`config.mk`:
```
export PLATFORM = sky130hd
export DESIGN_NAME = rs232out_arbiter
export DESIGN_NICKNAME = d
export VERILOG_FILES = /design/src/rtl/rs232out_arbiter.sv
export SDC_FILE = /design/constraint.sdc
export NUM_CORES = 1
export LEC_CHECK = 0
export BUFFER_PORTS_ARGS = -buffer_cell sky130_fd_sc_hd__buf_2
export CORE_ASPECT_RATIO = 0.9
export CORE_MARGIN = 5
export CORE_UTILIZATION = 45
export DETAILED_ROUTE_END_ITERATION = 12
export GPL_TIMING_DRIVEN = 0
export PLACE_DENSITY = 0.8
export SYNTH_ARGS = -nofsm -noshare
export SYNTH_HDL_FRONTEND = slang
export SYNTH_SLANG_ARGS = --single-unit
```
`constraint.sdc`:
```
create_clock -name clock -period 2.1 [get_ports clock]
set_input_delay 0.105 -clock clock [delete_from_list [all_inputs] [get_ports clock]]
set_output_delay 0.105 -clock clock [all_outputs]
set_load 0.01 [all_outputs]
```
`src/rtl/rs232out_arbiter.sv`:
```
// rs232out_arbiter: shares a single rs232out transmitter between NUM_REQ
// byte producers. Each requester owns a one-byte holding register with a
// we/busy handshake. A round-robin scheduler, with optional per-message
// locking and a lock timeout, issues held bytes to the transmitter.
//
// Ports:
//   clock     - system clock, all logic on posedge
//   reset     - synchronous, active-high
//   req_data  - byte i on bits [8i+7:8i]
//   req_we    - per-requester load pulse
//   req_lock  - requester wants to keep ownership across bytes
//   req_busy  - holding register i is full
//   overrun   - sticky: req_we arrived while req_busy was high
//   grant     - one-hot current/last owner (zero after reset)
//   tx_data   - to rs232out transmit_data
//   tx_we     - to rs232out we (single-cycle pulse)
//   tx_busy   - from rs232out busy
module rs232out_arbiter #(
  parameter int NUM_REQ      = 4,
  parameter int PTR_W        = 2,
  parameter int LOCK_TIMEOUT = 1023,
  parameter int TO_W         = 10
) (
  input  logic                 clock,
  input  logic                 reset,
  input  logic [8*NUM_REQ-1:0] req_data,
  input  logic [NUM_REQ-1:0]   req_we,
  input  logic [NUM_REQ-1:0]   req_lock,
  output logic [NUM_REQ-1:0]   req_busy,
  output logic [NUM_REQ-1:0]   overrun,
  output logic [NUM_REQ-1:0]   grant,
  output logic [7:0]           tx_data,
  output logic                 tx_we,
  input  logic                 tx_busy
);

  typedef enum logic [1:0] {IDLE, ISSUE, SETTLE} state_t;

  state_t             state;
  logic [7:0]         hold [NUM_REQ];
  logic [PTR_W-1:0]   ptr;
  logic [PTR_W-1:0]   lock_owner;
  logic               lock_valid;
  logic [TO_W-1:0]    to_cnt;

  logic [NUM_REQ-1:0] lock_mask;
  logic [NUM_REQ-1:0] eligible;
  logic [NUM_REQ-1:0] rot;
  logic [PTR_W-1:0]   win_idx;
  logic               win_found;
  logic               issue;
  int unsigned        cand;

  // Winner search starts one past the last issued requester and wraps.
  always_comb begin
    lock_mask = NUM_REQ'(1) << lock_owner;
    eligible  = lock_valid ? (req_busy & lock_mask) : req_busy;
    win_found = 1'b0;
    win_idx   = '0;
    cand      = 0;
    rot       = '0;
    for (int unsigned k = 1; k <= NUM_REQ; k++) begin
      cand = (32'(ptr) + k) % NUM_REQ;
      rot  = eligible >> cand;
      if (!win_found && rot[0]) begin
        win_found = 1'b1;
        win_idx   = PTR_W'(cand);
      end
    end
    issue = (state == IDLE) && !tx_busy && win_found;
  end

  // Holding registers. A load into a full register is dropped and flagged;
  // the register empties on the cycle after its byte was handed over.
  always_ff @(posedge clock) begin
    if (reset) begin
      req_busy <= '0;
      overrun  <= '0;
      for (int unsigned i = 0; i < NUM_REQ; i++) hold[i] <= '0;
    end else begin
      for (int unsigned i = 0; i < NUM_REQ; i++) begin
        if (req_we[i]) begin
          if (!req_busy[i]) begin
            hold[i]     <= req_data[8*i +: 8];
            req_busy[i] <= 1'b1;
          end else begin
            overrun[i] <= 1'b1;
          end
        end
        if (state == ISSUE && grant[i]) req_busy[i] <= 1'b0;
      end
    end
  end

  // Issue FSM plus lock ownership and lock timeout.
  always_ff @(posedge clock) begin
    if (reset) begin
      state      <= IDLE;
      tx_we      <= 1'b0;
      tx_data    <= '0;
      grant      <= '0;
      ptr        <= PTR_W'(NUM_REQ - 1);
      lock_valid <= 1'b0;
      lock_owner <= '0;
      to_cnt     <= '0;
    end else begin
      case (state)
        IDLE: begin
          if (issue) begin
            tx_data <= hold[win_idx];
            tx_we   <= 1'b1;
            grant   <= NUM_REQ'(1) << win_idx;
            ptr     <= win_idx;
            state   <= ISSUE;
          end
        end
        ISSUE: begin
          tx_we <= 1'b0;
          state <= SETTLE;
        end
        // Covers the transmitter's one-cycle lag before busy rises.
        SETTLE: begin
          tx_we <= 1'b0;
          state <= IDLE;
        end
        default: begin
          tx_we <= 1'b0;
          state <= IDLE;
        end
      endcase

      if (issue) begin
        lock_valid <= req_lock[win_idx];
        lock_owner <= win_idx;
        to_cnt     <= '0;
      end else if (lock_valid) begin
        if (!req_lock[lock_owner]) begin
          lock_valid <= 1'b0;
          to_cnt     <= '0;
        end else if (req_we[lock_owner]) begin
          to_cnt <= '0;
        end else if (LOCK_TIMEOUT != 0 && state == IDLE && !req_busy[lock_owner]) begin
          // Revoke on the cycle the count would reach LOCK_TIMEOUT.
          if (to_cnt == TO_W'(LOCK_TIMEOUT - 1)) begin
            lock_valid <= 1'b0;
            to_cnt     <= '0;
          end else begin
            to_cnt <= to_cnt + 1'b1;
          end
        end
      end
    end
  end

endmodule

```
==> reports/qor.txt <==
PLACED DESIGN
-------------------------------------------------------------------------------------------
Port Buf Inserts                                                                         63
Post-DP HPWL                                                                        5800 um
Weighted congestion at the end of routability-driven global placement                 0.817
Cell count after placement                                                              452

CLOCK TREE
-------------------------------------------------------------------------------------------
TritonCTS sink count                                                                     70
H-tree levels                                                                             3
Number of buffers on the longest clock path                                               2
Clk Tree Root Cell                                                                 clkbuf_8
Clock edge transition at the registers on the reported setup and hold paths           70 ps
Number of buffers created by CTS                                                          9
Clock tree from TritonCTS                                                             built
Insertion delay to the later sink of the worst-skew pair                             350 ps

TIMING
-------------------------------------------------------------------------------------------
Hold Vio Cnt, Final                                                                       0
Post-route clock period utilization                                                    1.01
RSZ-0062 raised after global routing                                                   true
Final Max Slew Viols                                                                      0
Post-route clock skew                                                               9.20 ps
Achievable frequency                                                                473 MHz
Worst setup slack after layout                                                     -15.5 ps
Tightest Pin Transition                                                              622 ps
Minimum clock period                                                                2120 ps
Count of endpoints failing setup in the final report                                      1
Relative max-transition margin                                                        0.582

SETUP PATH
-------------------------------------------------------------------------------------------
Dominant delay contributor by cell family on the critical path                 simple AND/OR/NAND/NOR gates
Critical path class                                                            flip-flop to flip-flop
Crit path from                                                                 lock_owner[0]
Slowest-stage cell, CP                                                               mux4_2
Data arrival time of the critical path                                              2330 ps
R2r startpoint                                                                 lock_owner[0]
Crit path max fanout                                                                      5
Worst setup EP type                                                               flip-flop
List of cells traversed by the critical path                                   mux4_2 > or3_4 > buf_6 > or4_1 > nand4_1 > o221ai_2
Required time reported for the critical path endpoint                               2320 ps
Startpoint kind of the worst setup timing path                                    flip-flop
Longest individual stage delay on the worst path                                     500 ps
Worst Path Buf+Inv                                                                        1

FLOORPLANNING
-------------------------------------------------------------------------------------------
Core footprint                                                                     7080 um2
Site row count                                                                           29
I/O pin count                                                                            64
Effective utilization at floorplan                                                    0.465
DIE WIDTH                                                                            100 um
Chip Height                                                                         91.1 um
Total die area                                                                     9120 um2

GLOBAL ROUTE
-------------------------------------------------------------------------------------------
Global-route wire length before repair                                             12600 um
Congestion Overflow GR                                                                    0
GRT Total Usage                                                                       0.175
Largest net degree at the start of global routing                                        13
Initial antenna violation count                                                           0
Via count of the first global-routing pass                                             2582

FINISH
-------------------------------------------------------------------------------------------
Area taken by multi-input logic gates                                              1520 um2
Share of layout cells above drive strength 1                                          0.323
Final cell count without fillers                                                        471
Final antenna diode count                                                                 0
Seq. cell area                                                                     1730 um2
Number of filler cells placed in the layout                                             605
Area added between synthesis and finish                                               23.0%
Net count of the finished layout                                                        418
Fin util                                                                              0.572

POWER AND IR DROP
-------------------------------------------------------------------------------------------
Maximum vdd drop                                                                   0.517 mV
P per Cell Area                                                                  844 nW/um2
Leakage                                                                             1.63 nW
Post-layout total power                                                             3.41 mW

DRT
-------------------------------------------------------------------------------------------
Antenna Violating Nets Remaining                                                          0
Detailed-route DRC error count                                                            0
Wire length per cell after detailed routing                                         16.9 um
Number of design-rule violations left by the first detailed-router iteration            139
Routed wire length                                                                  7960 um
Detailed-routing iteration count for the pre-antenna-repair pass                          5
Routed vias                                                                            2586
Post-DR vias/cell                                                                      5.49

FLOW RUN
-------------------------------------------------------------------------------------------
MaxCap Viol Count                                                                         0

YOSYS
-------------------------------------------------------------------------------------------
Sequential element share of the synthesized area                                      0.523
Dominant synthesized flop cell                                                      dfxtp_1
Synthesis warning total                                                                   0
Number of unique standard cell types used by synthesis                                   51
Post-synth ARST share                                                                     0
Number of enable flip-flop cells after synthesis                                         32
Cell count after synthesis                                                              296
Net Count, Synth                                                                        341
Netlist Area Pre-Place                                                             3290 um2
Syn avg cell area                                                                  11.1 um2
Number of synthesized register bits                                                      70

STATUS
-------------------------------------------------------------------------------------------
Outcome                                                                        finished with violations
Failing checks                                                                 setup timing

HOLD PATH
-------------------------------------------------------------------------------------------
Type of the most critical hold path                                            input port to flip-flop
Worst Hold Launch                                                              req_data[11]

[routing by layer]
metal	track usage	up-vias	routed length (um)
li1	-	1235	-
met1	0.237	1257	3620
met2	0.270	82	3780
met3	0.0475	12	439
met4	0.0651	0	122
met5	0	-	0
[state kept, by name, indices dropped and copies added, names as in the netlist]
signal	count
tx_we	1
overrun	4
to_cnt	10
hold	32
ptr	2
req_busy	4
tx_data	8
lock_valid	1
grant	4
lock_owner	2
state	2
[cells by family (layout without fill, tap and decap cells)]
group / Yosys count / after routing / share of synthesized area
fa+ha+maj: 2 / 2 / 0.00761
compound gates: 57 / 57 / 0.142
xor+xnor: 9 / 9 / 0.0240
buf+inv: 19 / 101 / 0.0323
simple gates: 115 / 115 / 0.185
flops: 70 / 70 / 0.523
mux: 24 / 24 / 0.0860
[cell usage in the layout, fill, tap and decap left out, types with 5 or more instances in the layout]
| master | Yosys | layout |
|---|---|---|
| mux2i_1 | 20 | 14 |
| edfxtp_1 | 32 | 32 |
| nor2b_1 | 5 | 5 |
| nor2_1 | 24 | 24 |
| buf_4 | 4 | 9 |
| nand4_1 | 7 | 7 |
| dfxtp_1 | 38 | 33 |
| clkbuf_8 | 0 | 10 |
| and2_1 | 34 | 34 |
| xnor2_1 | 9 | 9 |
| nand2b_1 | 6 | 6 |
| nand2_1 | 24 | 24 |
| a21oi_1 | 12 | 12 |
| buf_2 | 4 | 65 |
| o221ai_1 | 8 | 8 |
| a211oi_1 | 10 | 8 |
[cells in the mapped netlist (all sizes together) (2+ instances only)]
library cell	n	area share
dfxtp	38	0.23
and2	34	0.065
edfxtp	32	0.29
nor2	25	0.029
nand2	24	0.027
mux2i	20	0.061
a21oi	12	0.018
buf	11	0.023
a211oi	10	0.023
o221ai	9	0.026
xnor2	9	0.024
nand4	7	0.013
o21ai	7	0.013
nand2b	6	0.011
nor2b	5	0.0095
clkbuf	4	0.0046
nand3	4	0.0061
a211o	3	0.0080
inv	3	0.0034
mux4	3	0.021
o211ai	3	0.0068
and4	2	0.0053
ha	2	0.0076
o21a	2	0.0046
or4	2	0.0046
[report_power, final]
group / total, mW / internal, mW / leakage, nW / switching (mW)
clock network: 1.09 / 0.576 / 0.102 / 0.512
logic: 0.712 / 0.333 / 0.868 / 0.379
registers: 1.62 / 1.54 / 0.658 / 0.0793
[worst paths after layout]
path              depth (start not counted)          end  slack (ps)
hold reg to reg                           1  req_busy[3]         460
setup reg to reg                          6   lock_valid         -20
setup / recovery                          6   lock_valid         -20
hold / removal                            2   hold[1][3]          30
[worst reg2reg max path: cells and delay by family, from the launching register on]
kind	cells	cell delay (ps)
AND/OR/NAND/NOR	3	880
flip-flops	1	380
multiplexers	1	500
AO/OA/AOI/OAI	1	90
buffers and inverters	1	140
[timing repair]
item / CTS / global route
hold endpoints to repair: 0 / 0
gates resized for setup: 18 / 18
buffers inserted: 2 / 2
endpoints found under the setup margin: 19 / 19
pin swaps: 1 / 2
hold buffers: 0 / 0
gates cloned: 1 / 0
[layout make-up]
class                           count  area share
Sequential cell                    70       0.428
Multi-Input combinational cell    207       0.375
Inverter                            4     0.00371
Buffer                             13      0.0288
Timing Repair Buffer               68      0.0866
Clock buffer                       10      0.0340
Clock inverter                      6      0.0152
Tap cell                           93      0.0288
[per-stage QoR]
| step | worst slack [ps] | hold slack (ps) | TNS, ps | cell area, um2 |
|---|---|---|---|---|
| 4_1_cts | -20.4 | 17.5 | -24.8 | 3960 |
| 3_3_place_gp | -136 | 383 | -1560 | 3720 |
| 6_report | -15.5 | 28.7 | -15.5 | 4050 |
| 2_1_floorplan | 13.4 | 250 | 0 | 3290 |
| 3_5_place_dp | -179 | 386 | -2150 | 3720 |
| 5_1_grt | -58.8 | 21.3 | -88.9 | 4050 |
No activity file was read; power rests on OpenSTA's default activity.
